## config.mk

```make
export PLATFORM = sky130hd
export DESIGN_NAME = iob_rr_arbiter
export DESIGN_NICKNAME = d
export VERILOG_FILES = /design/src/rtl/iob_rr_arbiter.sv
export SDC_FILE = /design/constraint.sdc
export NUM_CORES = 1
export LEC_CHECK = 0
export CORE_AREA = 3 3 40 42
export CTS_CLUSTER_DIAMETER = 200
export DETAILED_ROUTE_END_ITERATION = 8
export DIE_AREA = 0 0 43 45
export GPL_TIMING_DRIVEN = 0
export SKIP_LAST_GASP = 1
export SYNTH_ARGS = -nofsm -noshare
export SYNTH_HDL_FRONTEND = slang
export SYNTH_SLANG_ARGS = --single-unit
```

## constraint.sdc

```tcl
create_clock -name clk_i -period 1.3 [get_ports clk_i]
set_input_delay 0.195 -clock clk_i [delete_from_list [all_inputs] [get_ports clk_i]]
set_output_delay 0.195 -clock clk_i [all_outputs]
set_load 0.01 [all_outputs]
```

## src/rtl/iob_rr_arbiter.sv

```systemverilog
// Registered N-way arbiter with optional round-robin masking and grant hold.
// One encoder resolves raw requests and a second resolves mask-filtered requests.
// The winner is registered as a one-hot grant plus an encoded index.
module iob_rr_arbiter #(
  parameter int unsigned PORTS        = 4,
  parameter int unsigned ROUND_ROBIN  = 1,
  parameter string       BLOCK        = "NONE",
  parameter string       LSB_PRIORITY = "LOW"
) (
  input  logic                     clk_i,
  input  logic                     rst_i,
  input  logic [PORTS-1:0]         request_i,
  input  logic [PORTS-1:0]         acknowledge_i,
  output logic [PORTS-1:0]         grant_o,
  output logic                     grant_valid_o,
  output logic [$clog2(PORTS)-1:0] grant_encoded_o
);

  localparam int unsigned IdxW     = $clog2(PORTS);
  localparam bit          UseRr    = (ROUND_ROBIN != 0);
  localparam bit          BlockReq = (BLOCK == "REQUEST");
  localparam bit          BlockAck = (BLOCK == "ACKNOWLEDGE");
  // Any other BLOCK string falls through to never-hold behaviour.
  localparam bit          HighPri  = (LSB_PRIORITY == "HIGH");

  logic [PORTS-1:0] grant_q, grant_d;
  logic             valid_q, valid_d;
  logic [IdxW-1:0]  enc_q, enc_d;
  logic [PORTS-1:0] mask_q, mask_d;

  logic             hold;
  logic [PORTS-1:0] masked;
  logic [IdxW-1:0]  win_raw, win_masked, win;

  // "LOW": highest set index wins; "HIGH": lowest set index wins.
  function automatic logic [IdxW-1:0] encode(input logic [PORTS-1:0] vec);
    logic [IdxW-1:0] idx;
    idx = '0;
    if (HighPri) begin
      for (int i = int'(PORTS) - 1; i >= 0; i--) begin
        if (vec[i]) idx = IdxW'(i);
      end
    end else begin
      for (int i = 0; i < int'(PORTS); i++) begin
        if (vec[i]) idx = IdxW'(i);
      end
    end
    return idx;
  endfunction

  // Ports still eligible after winner w: those on the losing side of the priority order.
  function automatic logic [PORTS-1:0] next_mask(input logic [IdxW-1:0] w);
    logic [PORTS-1:0] m;
    m = '0;
    for (int i = 0; i < int'(PORTS); i++) begin
      if (HighPri) m[i] = (i > int'(w));
      else         m[i] = (i < int'(w));
    end
    return m;
  endfunction

  assign masked     = request_i & mask_q;
  assign win_raw    = encode(request_i);
  assign win_masked = encode(masked);
  assign win        = (UseRr && (masked != '0)) ? win_masked : win_raw;

  // Hold decision and next grant/mask state.
  always_comb begin
    hold    = 1'b0;
    grant_d = grant_q;
    valid_d = valid_q;
    enc_d   = enc_q;
    mask_d  = mask_q;

    if (BlockReq) begin
      hold = valid_q && request_i[enc_q];
    end else if (BlockAck) begin
      hold = valid_q && !acknowledge_i[enc_q];
    end

    if (!hold) begin
      if (request_i != '0) begin
        grant_d      = '0;
        grant_d[win] = 1'b1;
        valid_d      = 1'b1;
        enc_d        = win;
        if (UseRr) mask_d = next_mask(win);
      end else begin
        // Idle: drop the grant but keep round-robin history.
        grant_d = '0;
        valid_d = 1'b0;
        enc_d   = '0;
      end
    end
  end

  // Grant and mask registers, synchronous reset.
  always_ff @(posedge clk_i) begin
    if (rst_i) begin
      grant_q <= '0;
      valid_q <= 1'b0;
      enc_q   <= '0;
      mask_q  <= '0;
    end else begin
      grant_q <= grant_d;
      valid_q <= valid_d;
      enc_q   <= enc_d;
      mask_q  <= mask_d;
    end
  end

  assign grant_o         = grant_q;
  assign grant_valid_o   = valid_q;
  assign grant_encoded_o = enc_q;

endmodule
```

==> key figures <==
Global route
  – Met2 Use GR: 0.129
  – Met1 Use GR: 0.112
  – GRT Resource Usage Total: 0.0943
  – Most Used Layer, Global Route: met2
  – Vias in the first global route: 281
  – First-pass GRT wire length: 1280 um
  – GR Layer Usage met3: 0.0239
  – Grt ovf: 0
  – Initial antenna violation count: 0
  – Pin count of the biggest net entering global routing: 11

Cells and area
  – Multi-input gate area: 196 um^2
  – Area Overhead vs Synth: 37.5%
  – Commonest non-fill, non-tap cell in the layout: dfxtp_1
  – Storage cell area: 200 um^2
  – Fin area: 583 um^2
  – Share of post-route cells with drive strength above 1: 0.193
  – Most frequent cells in the layout: dfxtp_1, dlymetal6s2s_1, nand2_1, a21oi_1, nor2_1
  – Fin nets: 69
  – ANT cells: 0
  – Fillers: 128

Placement
  – Port Buf Inserts: 10
  – Post-DP HPWL: 577 um
  – Dpl ws: -256 ps
  – Final RePlAce weighted congestion: 0.810
  – Placed cell areas: 543 um^2

Power and ir drop
  – VDD IR max: 421 uV
  – Pwr/cell area: 1130 mW/mm^2
  – Leakage: 0.311 nW

Floorplanning
  – Initial Utilization: 0.330
  – Die X: 43 um
  – Die area: 0.00194 mm^2
  – Rows: 13
  – IO Count: 17
  – Die height: 45 um
  – Total core area: 0.00128 mm^2

Critical path
  – R2r worst-path depth: 3
  – Critical path peak fanout: 1
  – Worst path cell trace: clkdlybuf4s50_1
  – Worst Path Buf+Inv: 1
  – Slowest-stage cell, CP: clkdlybuf4s50_1
  – Register-to-register setup slack: 330 ps
  – Reg2reg end: mask_q[1]
  – CP peak stage delay: 520 ps
  – Worst path arrival time: 1080 ps
  – CP top delay family: buffers and inverters
  – Critical path type: flop to output pin
  – CP required: 1110 ps
  – Setup crit start kind: flop
  – Reg-to-reg startpoint: mask_q[2]
  – Setup crit end kind: output pin

Detailed routing
  – Vias: 352
  – Total Wirelength: 809 um
  – Antenna-violating nets left: 0
  – Pre-antenna DRT Iters: 4
  – DRC viols: 0
  – WL/cell: 11.2 um
  – Via density per instance: 4.89
  – Initial drt markers: 12

STA
  – Max frequency: 783 MHz
  – Worst-margin pin slew: 319 ps
  – Final setup viols: 0
  – Worst Skew: 0.480 ps
  – Final hold vios: 0
  – Period minus WS final: 1280 ps
  – Final setup margin: 22.6 ps
  – Max-slew headroom: 0.786
  – RSZ-0062 raised after global routing: false
  – Final period utilization: 0.983
  – Max-slew violations: 0

Clocking
  – CTS Hold Bufs: 0
  – Clk_lat worst skew: 260 ps
  – Worst-path clk slew: 60 ps
  – Root buf cell: clkbuf_4
  – CTS tree: yes
  – CTS max path bufs: 2
  – CTS buffer count: 3
  – CTS sink cnt: 10
  – # Post-CTS Setup Buffers: 0
  – H-tree depth: 1

Yosys
  – Largest family of logic cells by synthesized area: simple AND/OR/NAND/NOR gates
  – Net Count, Synth: 54
  – Post-Synth Simple-Gate Area: 0.274
  – Dominant synthesized flop cell: dfxtp_1
  – Post-synth EDFFs: 0
  – Yosys warning count: 0
  – Syn Std Cell Area: 424 um^2
  – Netlist cell types: 22
  – Synth top area cells: dfxtp_1, nor4_4, a21oi_1, nand2_1, nor4b_1
  – Register area share after synthesis: 0.472
  – Cell taking the most area after synthesis: dfxtp_1
  – Synthesized instance count: 44
  – Asr flop ratio synth: 0
  – Post-Synth XOR/XNOR Area: 0
  – Yosys reg bits: 10
  – Adder-cell share of the synthesized area: 0
  – Mean area per synthesized cell: 9.64 um^2
  – Post-synthesis mux area share: 0
  – Compound-cell area share of the yosys netlist: 0.189
  – Post-synth top area share: 0.472

Worst hold path
  – Hold Crit Depth: 2
  – HP Class: input pin to flop
  – WHS Endpoint: grant_o[2]
  – Hold Startpoint: request_i[2]

Flow run
  – Max-cap violations: 0

Status
  – Outcome: completed
## through the flow
stage | hold slack [ps] | cells | TNS [ps] | total power, W | util
3_3_place_gp | 493 | 69 | -1560 | 0.000469 | 0.423
6_report | 236 | 72 | 0 | 0.000659 | 0.454
4_1_cts | 227 | 72 | 0 | 0.000673 | 0.440
2_1_floorplan | 261 | 44 | 0 | 0.000414 | -
5_1_grt | 242 | 72 | 0 | 0.000692 | 0.454
3_5_place_dp | 492 | 69 | -1570 | 0.000469 | 0.423
## worst max path at each step
stage                              end  depth (start not counted)  slack (ps)          startpoint
finish              grant_encoded_o[1]                          1          20  grant_encoded_o[1]
global route        grant_encoded_o[1]                          1           1  grant_encoded_o[1]
CTS                         grant_o[3]                          1           4          grant_o[3]
detailed placement           mask_q[1]                          4        -260        request_i[1]
global placement             mask_q[1]                          4        -260        request_i[1]
floorplan                    mask_q[1]                          4         290        request_i[3]
## sequential cells by signal (all words and copies together), names as in the netlist
name             count
mask_q               3
grant_o              4
grant_valid_o        1
grant_encoded_o      2
## kinds of logic (layout without fill, tap and decap cells)
kind of cell           after synthesis  in the layout
AOI/OAI and AO/OA                   11             11
and+or+nand+nor                     18             18
buffers and inverters                5             18
DFF                                 10             10
## metal layers
metal  vias up  part of all wire
met2        12              0.45
li1        183                 -
met3         2             0.070
met5         -                 0
met4         0             0.023
met1       155              0.45
## final cells by class
cell class                      instances  area share
Multi-Input combinational cell         29       0.337
Tap cell                               15      0.0322
Timing Repair Buffer                   10       0.202
Buffer                                  2      0.0279
Sequential cell                        10       0.343
Inverter                                3      0.0193
Clock buffer                            3      0.0386
## repair_timing
item                                   4_1_cts  5_1_grt
setup endpoints to repair                    0       11
endpoints found under the hold margin        0        0
gates resized for setup                      0        7
## Yosys cell counts, types with 2 or more instances
cell and n:
nor2_1 4, inv_1 3, dfxtp_1 10, nor4b_1 2
nand2_1 5, a21oi_1 4
## where the power goes
part / leakage [nW] / total (W) / switching (W) / internal (W)
clock: 0.0138 / 0.000200 / 0.0000939 / 0.000106
sequential: 0.0829 / 0.000340 / 0.0000105 / 0.000329
combinational: 0.214 / 0.000119 / 0.0000576 / 0.0000614
Power figures use the tool's default switching activity.
